$ cat config.mk
export PLATFORM = sky130hd
export DESIGN_NAME = hex_scan_driver_flat
export DESIGN_NICKNAME = d
export VERILOG_FILES = /design/src/rtl/hex_scan_driver_pkg.sv /design/src/rtl/hex_scan_driver_if.sv /design/src/rtl/hex_scan_driver_timebase.sv /design/src/rtl/hex_scan_driver.sv /design/src/flat_wrapper.sv
export SDC_FILE = /design/constraint.sdc
export NUM_CORES = 1
export LEC_CHECK = 0
export ABC_CLOCK_PERIOD_IN_PS = 2700
export CAP_MARGIN = 10
export CORE_UTILIZATION = 31
export DETAILED_ROUTE_END_ITERATION = 7
export SLEW_MARGIN = 15
export SYNTH_ARGS = -nofsm -noshare
export SYNTH_HDL_FRONTEND = slang
export SYNTH_SLANG_ARGS = --single-unit
$ cat constraint.sdc
create_clock -name clk_clk -period 2.7 [get_ports clk_clk]
set_input_delay 0.54 -clock clk_clk [delete_from_list [all_inputs] [get_ports clk_clk]]
set_output_delay 0.54 -clock clk_clk [all_outputs]
set_load 0.005 [all_outputs]
$ cat src/rtl/hex_scan_driver_pkg.sv
// hex_scan_pkg: shared constants, phase type and width helper for the hex scan driver
package hex_scan_pkg;
   localparam logic [7:0] SEG_BLANK = 8'hFF;
   typedef enum logic {BLANK, SHOW} phase_t;
   function automatic int width_of(int n);
      return n > 1 ? $clog2(n) : 1;
   endfunction
endpackage

$ cat src/rtl/hex_scan_driver_if.sv
// hex_scan_driver_if: processor hex exports in, multiplexed display pins out
//   hex_in     : 8*DIGITS active-low digit patterns, digit k at [8k+7:8k]
//   disp_en    : 1 = display on, 0 = forced blank
//   bright     : 4-bit brightness (only with HEX_SCAN_DIM_EN)
//   seg        : shared active-low segment bus
//   dig        : active-low one-cold digit enables
//   frame_tick : one-cycle pulse at each frame start
interface hex_scan_driver_if #(parameter int DIGITS = 4);
   logic [8*DIGITS-1:0] hex_in;
   logic                disp_en;
`ifdef HEX_SCAN_DIM_EN
   logic [3:0]          bright;
`endif
   logic [7:0]          seg;
   logic [DIGITS-1:0]   dig;
   logic                frame_tick;
`ifdef HEX_SCAN_DIM_EN
   modport master (output hex_in, disp_en, bright, input seg, dig, frame_tick);
   modport slave (input hex_in, disp_en, bright, output seg, dig, frame_tick);
`else
   modport master (output hex_in, disp_en, input seg, dig, frame_tick);
   modport slave (input hex_in, disp_en, output seg, dig, frame_tick);
`endif
endinterface

$ cat src/rtl/hex_scan_driver_timebase.sv
// hex_scan_timebase: slot counter, digit index, phase and frame_tick generation
//   clk, rst     : clock, asynchronous active-high reset
//   idx_d        : digit index for the cycle starting at the next edge
//   phase_d      : BLANK/SHOW phase for that cycle
//   load_d       : next edge is a frame start (snapshot reload)
//   entry_d      : next edge enters the SHOW phase
//   frame_tick_o : registered frame-start pulse
module hex_scan_timebase
   import hex_scan_pkg::*;
#(
   parameter int SLOT      = 10,
   parameter int DIGITS    = 4,
   parameter int BLANK_CYC = 2,
   localparam int CW       = width_of(SLOT),
   localparam int IW       = width_of(DIGITS)
) (
   input  logic          clk,
   input  logic          rst,
   output logic [IW-1:0] idx_d,
   output phase_t        phase_d,
   output logic          load_d,
   output logic          entry_d,
   output logic          frame_tick_o
);
   logic          run_q;
   logic [CW-1:0] cnt_q, cnt_d;
   logic [IW-1:0] idx_q;
   logic          wrap, last;
   assign wrap    = cnt_q == CW'(SLOT - 1);
   assign last    = idx_q == IW'(DIGITS - 1);
   // run_q is clear only until the first edge after reset, which counts as a frame start
   assign cnt_d   = !run_q || wrap ? '0 : cnt_q + CW'(1);
   assign idx_d   = !run_q ? '0 : wrap ? (last ? '0 : idx_q + IW'(1)) : idx_q;
   assign load_d  = !run_q || (wrap && last);
   assign phase_d = cnt_d < CW'(BLANK_CYC) ? BLANK : SHOW;
   assign entry_d = cnt_d == CW'(BLANK_CYC);
   always_ff @(posedge clk or posedge rst)
      if (rst) begin
         run_q        <= 1'b0;
         cnt_q        <= '0;
         idx_q        <= '0;
         frame_tick_o <= 1'b0;
      end else begin
         run_q        <= 1'b1;
         cnt_q        <= cnt_d;
         idx_q        <= idx_d;
         frame_tick_o <= load_d;
      end
endmodule

$ cat src/rtl/hex_scan_driver.sv
// hex_scan_driver: multiplexed common-anode 7-segment scanner with per-frame snapshot and blanking
//   clk_clk     : system clock
//   reset_reset : asynchronous active-high reset
//   bus         : hex_scan_driver_if slave (hex_in, disp_en, [bright], seg, dig, frame_tick)
// Optional macro HEX_SCAN_DIM_EN adds the bright input and a 4-bit PWM dimmer in SHOW.
module hex_scan_driver
   import hex_scan_pkg::*;
#(
   parameter int CLK_HZ    = 50000000,
   parameter int SCAN_HZ   = 1000,
   parameter int DIGITS    = 4,
   parameter int BLANK_CYC = 500
) (
   input  logic clk_clk,
   input  logic reset_reset,
   hex_scan_driver_if.slave bus
);
   localparam int SLOT = CLK_HZ / SCAN_HZ;
   localparam int IW   = width_of(DIGITS);
   if (DIGITS < 1 || DIGITS > 8) begin : g_bad_digits
      $error("hex_scan_driver: DIGITS must be 1..8");
   end
   if (BLANK_CYC >= SLOT) begin : g_bad_blank
      $error("hex_scan_driver: BLANK_CYC must be less than SLOT");
   end
   logic [IW-1:0]       idx_d;
   phase_t              phase_d;
   logic                load_d, entry_d, on, lit;
   logic [8*DIGITS-1:0] snap_q, snap_d;
   logic [7:0]          seg_q, seg_d;
   logic [DIGITS-1:0]   dig_q, dig_d;
   hex_scan_timebase #(.SLOT(SLOT), .DIGITS(DIGITS), .BLANK_CYC(BLANK_CYC)) u_timebase (
      .clk          (clk_clk),
      .rst          (reset_reset),
      .idx_d        (idx_d),
      .phase_d      (phase_d),
      .load_d       (load_d),
      .entry_d      (entry_d),
      .frame_tick_o (bus.frame_tick)
   );
   assign snap_d = load_d ? bus.hex_in : snap_q;
`ifdef HEX_SCAN_DIM_EN
   logic [3:0] bri_q, bri_d, pwm_q, pwm_d;
   assign bri_d = load_d ? bus.bright : bri_q;
   assign pwm_d = entry_d ? 4'd0 : pwm_q + 4'd1;
   assign on    = pwm_d <= bri_d;
   always_ff @(posedge clk_clk or posedge reset_reset)
      if (reset_reset) begin
         bri_q <= 4'hF;
         pwm_q <= 4'd0;
      end else begin
         bri_q <= bri_d;
         pwm_q <= pwm_d;
      end
`else
   wire unused_entry = entry_d;
   assign on = 1'b1;
`endif
   // outputs are computed from next-state timebase values so they line up with the counter
   assign lit   = bus.disp_en && on && phase_d == SHOW;
   assign seg_d = lit ? snap_d[8*idx_d +: 8] : SEG_BLANK;
   assign dig_d = lit ? ~(DIGITS'(1) << idx_d) : '1;
   always_ff @(posedge clk_clk or posedge reset_reset)
      if (reset_reset) begin
         snap_q <= '1;
         seg_q  <= SEG_BLANK;
         dig_q  <= '1;
      end else begin
         snap_q <= snap_d;
         seg_q  <= seg_d;
         dig_q  <= dig_d;
      end
   assign bus.seg = seg_q;
   assign bus.dig = dig_q;
endmodule
$ cat src/flat_wrapper.sv
// flat-port wrapper written by rule: the top's interface ports become plain ports
module hex_scan_driver_flat import hex_scan_pkg::*;
#(
   parameter int CLK_HZ    = 50000000,
   parameter int SCAN_HZ   = 1000,
   parameter int DIGITS    = 4,
   parameter int BLANK_CYC = 500
)
  (clk_clk, reset_reset, bus_hex_in, bus_disp_en, bus_seg, bus_dig, bus_frame_tick);
  hex_scan_driver_if #(.DIGITS(DIGITS)) bus_i ();
  input  logic clk_clk;
  input  logic reset_reset;
  input wire logic [$bits(bus_i.hex_in)-1:0] bus_hex_in;
  input wire logic [$bits(bus_i.disp_en)-1:0] bus_disp_en;
  output wire logic [$bits(bus_i.seg)-1:0] bus_seg;
  output wire logic [$bits(bus_i.dig)-1:0] bus_dig;
  output wire logic [$bits(bus_i.frame_tick)-1:0] bus_frame_tick;
  assign bus_i.hex_in = bus_hex_in;
  assign bus_i.disp_en = bus_disp_en;
  assign bus_seg = bus_i.seg;
  assign bus_dig = bus_i.dig;
  assign bus_frame_tick = bus_i.frame_tick;
  hex_scan_driver #(.CLK_HZ(CLK_HZ), .SCAN_HZ(SCAN_HZ), .DIGITS(DIGITS), .BLANK_CYC(BLANK_CYC)) u_core (.clk_clk(clk_clk), .reset_reset(reset_reset), .bus(bus_i));
endmodule
* After elaboration in Yosys (flattened, before gate mapping)
Cells that the tools add are included.
** Operators by class
- Add/subtract/negate cells :: 2
- Magnitude comparators :: 1
- Eq/ne operators :: 2
- Shift-type cells :: 2
- Muxes and demuxes :: 8
- Bitwise logic cells :: 1
- Reduce and logical (&&, ||, !) cells :: 5
** Operators with widths (number)
- 32-bit two-way mux :: 1
- 32-bit by 6-bit variable part select with 8-bit output :: 1
- 16-bit by 1-bit adder with 16-bit output, second input constant :: 1
- 16-bit == test, second input constant :: 1
- 16-bit by 9-bit less-than comparator with 1-bit output, second input constant :: 1
- 16-bit two-way mux :: 1
- 8-bit two-way mux :: 1
- 2-bit two-way mux :: 3
- 4-bit two-way mux :: 1
- 4-bit inverter :: 1
- 1-bit by 2-bit left shift with 4-bit output, first input constant :: 1
- 2-bit by 1-bit adder with 2-bit output, second input constant :: 1
- 2-bit == test, second input constant :: 1
- 1-bit logical AND :: 2
- 1-bit logical OR :: 2
- 1-bit logical NOT :: 1
- 1-bit two-way mux :: 1
** Word-level totals
- Register bits :: 64
- Input port bits :: 35
- Output and inout bits :: 13
- Word-level logic and storage cells :: 28

* Logic depth before layout (Yosys ltp)
- Depth after elaboration :: 7
- Depth in mapped cells :: 8
- Depth with buffers taken out :: 7

* Hierarchy
From an unflattened synthesis, not the netlist that was laid out.
** Unflattened totals
- Cell total of the unflattened synthesis :: 248
- Area, all modules :: 2951.6 um^2
** Modules (own cells, without submodules)
- hex_scan_driver :: times used 1, cells each 122, area an instance 1788.0 um^2, sequential area each 1156.1 um^2
- hex_scan_timebase :: times used 1, cells each 126, area an instance 1163.6 um^2, sequential area each 500.5 um^2

* Worst setup path before layout
OpenSTA, ideal clock, no wires.
- Path type :: reg-to-reg
- Start point :: register u_core.u_timebase.cnt_q[0]
- End point :: register u_core.seg_q[2] (netlist: u_core.bus.seg[2])
- Setup time :: 0.084 ns
- Arrival :: 2.047 ns
- Data required time :: 2.616 ns
- Slack :: 0.569 ns
- Stages on the path, launching flop included :: 9
- Buffers on the path :: 1
- Clock period less this slack :: 2.131 ns
- Cell sequence :: dfrtp_1 > ha_1 > and3_1 > and4_4 > mux2i_2 > buf_6 > mux2_1 > o22ai_1 > o21ai_1
** Between the ends
- Elaborated cells between the ends (all ways) :: 14
- Classes of those cells :: 1 x add/sub; 1 x order compare; 1 x eq/ne; 1 x shift; 6 x mux; 4 x reduce/logical
** RTL lines
- start: declaration :: line hex_scan_driver_timebase.sv:26 : logic [CW-1:0] cnt_q, cnt_d;
- start signal: assignment :: line hex_scan_driver_timebase.sv:45 : cnt_q <= cnt_d;
- 16-bit == test :: line hex_scan_driver_timebase.sv:29 : assign wrap = cnt_q == CW'(SLOT - 1);
- 2-bit two-way mux (2 in series) :: line hex_scan_driver_timebase.sv:33 : assign idx_d = !run_q ? '0 : wrap ? (last ? '0 : idx_q + IW'(1)) : idx_q;
- net u_core.idx_d[1] :: line hex_scan_driver.sv:26 : logic [IW-1:0] idx_d;
- 32-bit by 6-bit variable part select with 8-bit output :: line hex_scan_driver.sv:61 : assign seg_d = lit ? snap_d[8*idx_d +: 8] : SEG_BLANK;
- 8-bit two-way mux :: line hex_scan_driver.sv:61
- net u_core.seg_d[2] :: line hex_scan_driver.sv:30 : logic [7:0] seg_q, seg_d;
- end signal: assignment :: line hex_scan_driver.sv:70 : seg_q <= seg_d;
- end: declaration :: line hex_scan_driver.sv:30
The timed path passes the listed nets, and every way through them passes these cells.

* Final worst setup path
- Start point :: register u_core.u_timebase.cnt_q[0]
- End point :: register u_core.seg_q[1] (netlist: u_core.bus.seg[1])
** Between the ends
- Cells in the longest elaborated chain, start to end :: 7
- Elaborated cells between the ends (all ways) :: 14
- Classes of those cells :: 1 x add/sub; 1 x order compare; 1 x eq/ne; 1 x shift; 6 x mux; 4 x reduce/logical
** RTL lines (line)
- branches (longest 6 deep; another with 16-bit by 1-bit adder with 16-bit output)
- 8-bit two-way mux (*) :: hex_scan_driver.sv:61
- net u_core.seg_d[1] :: hex_scan_driver.sv:30
Mark *: on every way through the listed nets, which the timed path passes.

==> flow_summary.toml <==
[run_status]
status = "complete, no violations"

[placement]
portBuffers = 47
place_hpwl_mm = 4.79
placed_cells = 454
place_congestion = 0.769
post_dp_cell_area_um2 = 4020

[synth]
synthFlopType = "dfstp_2"
ys_seq_elements = 64
synth_top_area_share_pct = 34.3
syn_avg_cell_area_um2 = 12.1
syn-num-nets = 315
synth_area_um2 = 3370
yosysSeqAreaShare_pct = 49.1
synth_warnings = 0
synth_async_sr_flop_share_pct = 100
ys_types = 54
synth_top_area_cell = "dfstp_2"
synth.area.top_cells = "dfstp_2, dfrtp_1, mux2_2"
synth-edff-count = 0
netlist_instances = 278

[power_and_ir_drop]
pwr-share-seq_pct = 52.6
p_clk_share_pct = 37.3
ir_drop_mv = 0.227
p_sw_mw = 0.497
powerDensity_nw_per_um2 = 490
combPwrFrac_pct = 10.1
leakage_nw = 1.62
power.internal_mw = 1.57
swShare_pct = 24.1

[critical_path]
reg2reg_depth = 8
r2r-end = "u_core.bus.seg[1]"
path_class = "reg2reg"
path_max_fanout = 12
crit_path_end_kind = "register"
arrival_ns = 2.77
cp-start-kind = "register"
path_delay_family = "multiplexers"
crit_required_ns = 2.96
path_buf_inv = 1
r2r_setup_slack_ns = 0.19
cpMaxStageDelayCell = "dfrtp_1"
path_cells = "ha_1 -> and3_1 -> and4_4 -> mux2i_2 -> buf_4 -> mux2_2 -> o22ai_1 -> o21ai_1"
cpPeakStageDelay_ns = 0.38
r2r-start = "u_core.u_timebase.cnt_q[0]"

[global_routing]
grt_pass1_vias = 2380
grt_max_degree = 65
antenna_found_initial = 0
grtUsageTotal_pct = 13.5
globalRouteOverflowTotal = 0
grt_pass1_wl_mm = 11.7

[finish]
multi_input_area_um2 = 1600
drive_gt1_share_pct = 38.6
final_nets = 366
area_growth_pct = 24.7
fillCellCount = 1005
final_cells = 470
seq_area_um2 = 1660
final_cell_area_um2 = 4210
n_antenna_cell = 0

[detailed_routing]
route.detailed.drc = 0
drt_first_pass_iters = 4
wl_per_cell_um = 15.0
routed_via_density = 4.91
final_antenna_net_count = 0
finalWirelength_mm = 7.05
drtIter0Drc = 127
vias = 2308

[sta]
hold_viol_final = 0
finalCritPeriodShare_pct = 93.1
clock_skew_ns = 0.00956
setup_violations = 0
grt_setup_unrepaired = "false"
setup_tns_ns = 0
max_freq_mhz = 398
worstMarginPinSlew_ns = 0.684
finalMaxSlewViolations = 0
layout_min_cycle_time_ns = 2.51
max-slew-margin-rel_pct = 54.1

[min_path]
hp-class = "reg2reg"
hold_start = "u_core.u_timebase.cnt_q[0]"
min_to = "u_core.u_timebase.cnt_q[0]"
hold_path_depth = 1

[clock_network]
cts_root_buffer = "clkbuf_8"
clk_latency_ns = 0.34
clkSlewWorstSetupHoldPaths_ns = 0.07
cts_buffer_depth = 2
cts_max_level = 3
cts_setup_buffers = 0
tritoncts = "done"
numCtsBuffers = 9
cts-resized-gates = 0
postCtsHoldBufs = 0
cts_sinks = 64

[floorplanning]
core-area_um2 = 10400
die_w_um = 106
rows = 37
dieArea_um2 = 11300
start_util_pct = 32.4
fp.dieH_um = 106
io_pins = 48

[run]
max_cap_violations = 0
## cell families after synthesis
| group | after synthesis | share of synthesized area, % |
|---|---|---|
| flip-flops | 64 | 49.1 |
| buffers and inverters | 22 | 3.67 |
| adder cells (fa/ha/maj) | 2 | 0.742 |
| AO/OA/AOI/OAI | 42 | 8.79 |
| multiplexers | 62 | 20.7 |
| other | 1 | 0.111 |
| AND/OR/NAND/NOR | 68 | 12.5 |
| XOR/XNOR | 17 | 4.41 |
## layout make-up
cell class	instances	area share (%)
Clock inverter	6	0.982
Timing Repair Buffer	57	13.6
Sequential cell	64	39.4
Inverter	5	0.446
Clock buffer	10	3.54
Tap cell	136	4.05
Multi-Input combinational cell	192	38.0
## cell usage after synthesis, types with 3 or more instances
master / count
nand3_1: 5
mux2_2: 43
a211oi_1: 8
o22ai_1: 8
inv_1: 5
nor2_1: 23
xor2_1: 5
dfstp_2: 44
and3_1: 3
buf_2: 8
mux2_1: 5
nor3_1: 3
o2bb2ai_1: 8
o21ai_1: 8
mux2i_1: 12
buf_6: 3
nand2_1: 11
xnor2_1: 12
dfrtp_1: 20
## worst max path at each step
stage                                          start  cells past startpoint           endpoint
after floorplan           u_core.u_timebase.cnt_q[0]                      8  u_core.bus.seg[2]
after global placement    u_core.u_timebase.cnt_q[0]                      8  u_core.bus.seg[1]
after detailed placement  u_core.u_timebase.cnt_q[0]                      8  u_core.bus.seg[1]
after CTS                 u_core.u_timebase.cnt_q[0]                      8  u_core.bus.seg[1]
after global routing      u_core.u_timebase.cnt_q[0]                      8  u_core.bus.seg[1]
final                     u_core.u_timebase.cnt_q[0]                      8  u_core.bus.seg[1]
## metrics by stage
stage	util, %	total power [mW]	worst slack, ns	hold slack, ns
6_report	40.4	2.06	0.187	0.477
5_1_grt	40.4	2.17	0.0243	0.496
4_1_cts	40.4	2.10	0.198	0.478
3_5_place_dp	38.6	1.31	0.239	0.467
3_3_place_gp	38.6	1.30	0.289	0.461
2_1_floorplan	-	1.21	0.569	0.451
## cells in the final DEF (no fill, tap or decap), types with 9 or more instances in the layout
cell type	netlist	final
clkdlybuf4s50_1	0	47
dfstp_2	44	44
mux2_2	43	43
nor2_1	23	23
dfrtp_1	20	20
xnor2_1	12	12
mux2i_1	12	12
nand2_1	11	11
clkbuf_8	0	9
## metal layers
metal  vias up  track usage (%)  wire length [um]
met5         -                0                 0
met4         0             5.46               118
met3        10             3.56               248
met2        40             22.0              3490
met1      1144             16.9              3200
li1       1114                -                 -
## state kept, by name (all words and copies together) (netlist names)
register,cells
u_core.bus.dig,4
u_core.bus.seg,8
u_core.snap_q,32
u_core.u_timebase.cnt_q,16
u_core.u_timebase.frame_tick_o,1
u_core.u_timebase.idx_q,2
u_core.u_timebase.run_q,1
## power by group through the flow
stage	clock network (mW)	registers [mW]	logic (mW)
2_1_floorplan	0	1.09	0.127
3_3_place_gp	0	1.10	0.207
3_5_place_dp	0	1.10	0.211
4_1_cts	0.803	1.09	0.212
5_1_grt	0.847	1.09	0.231
6_report	0.770	1.09	0.207
(Power assumes the default switching activity.)
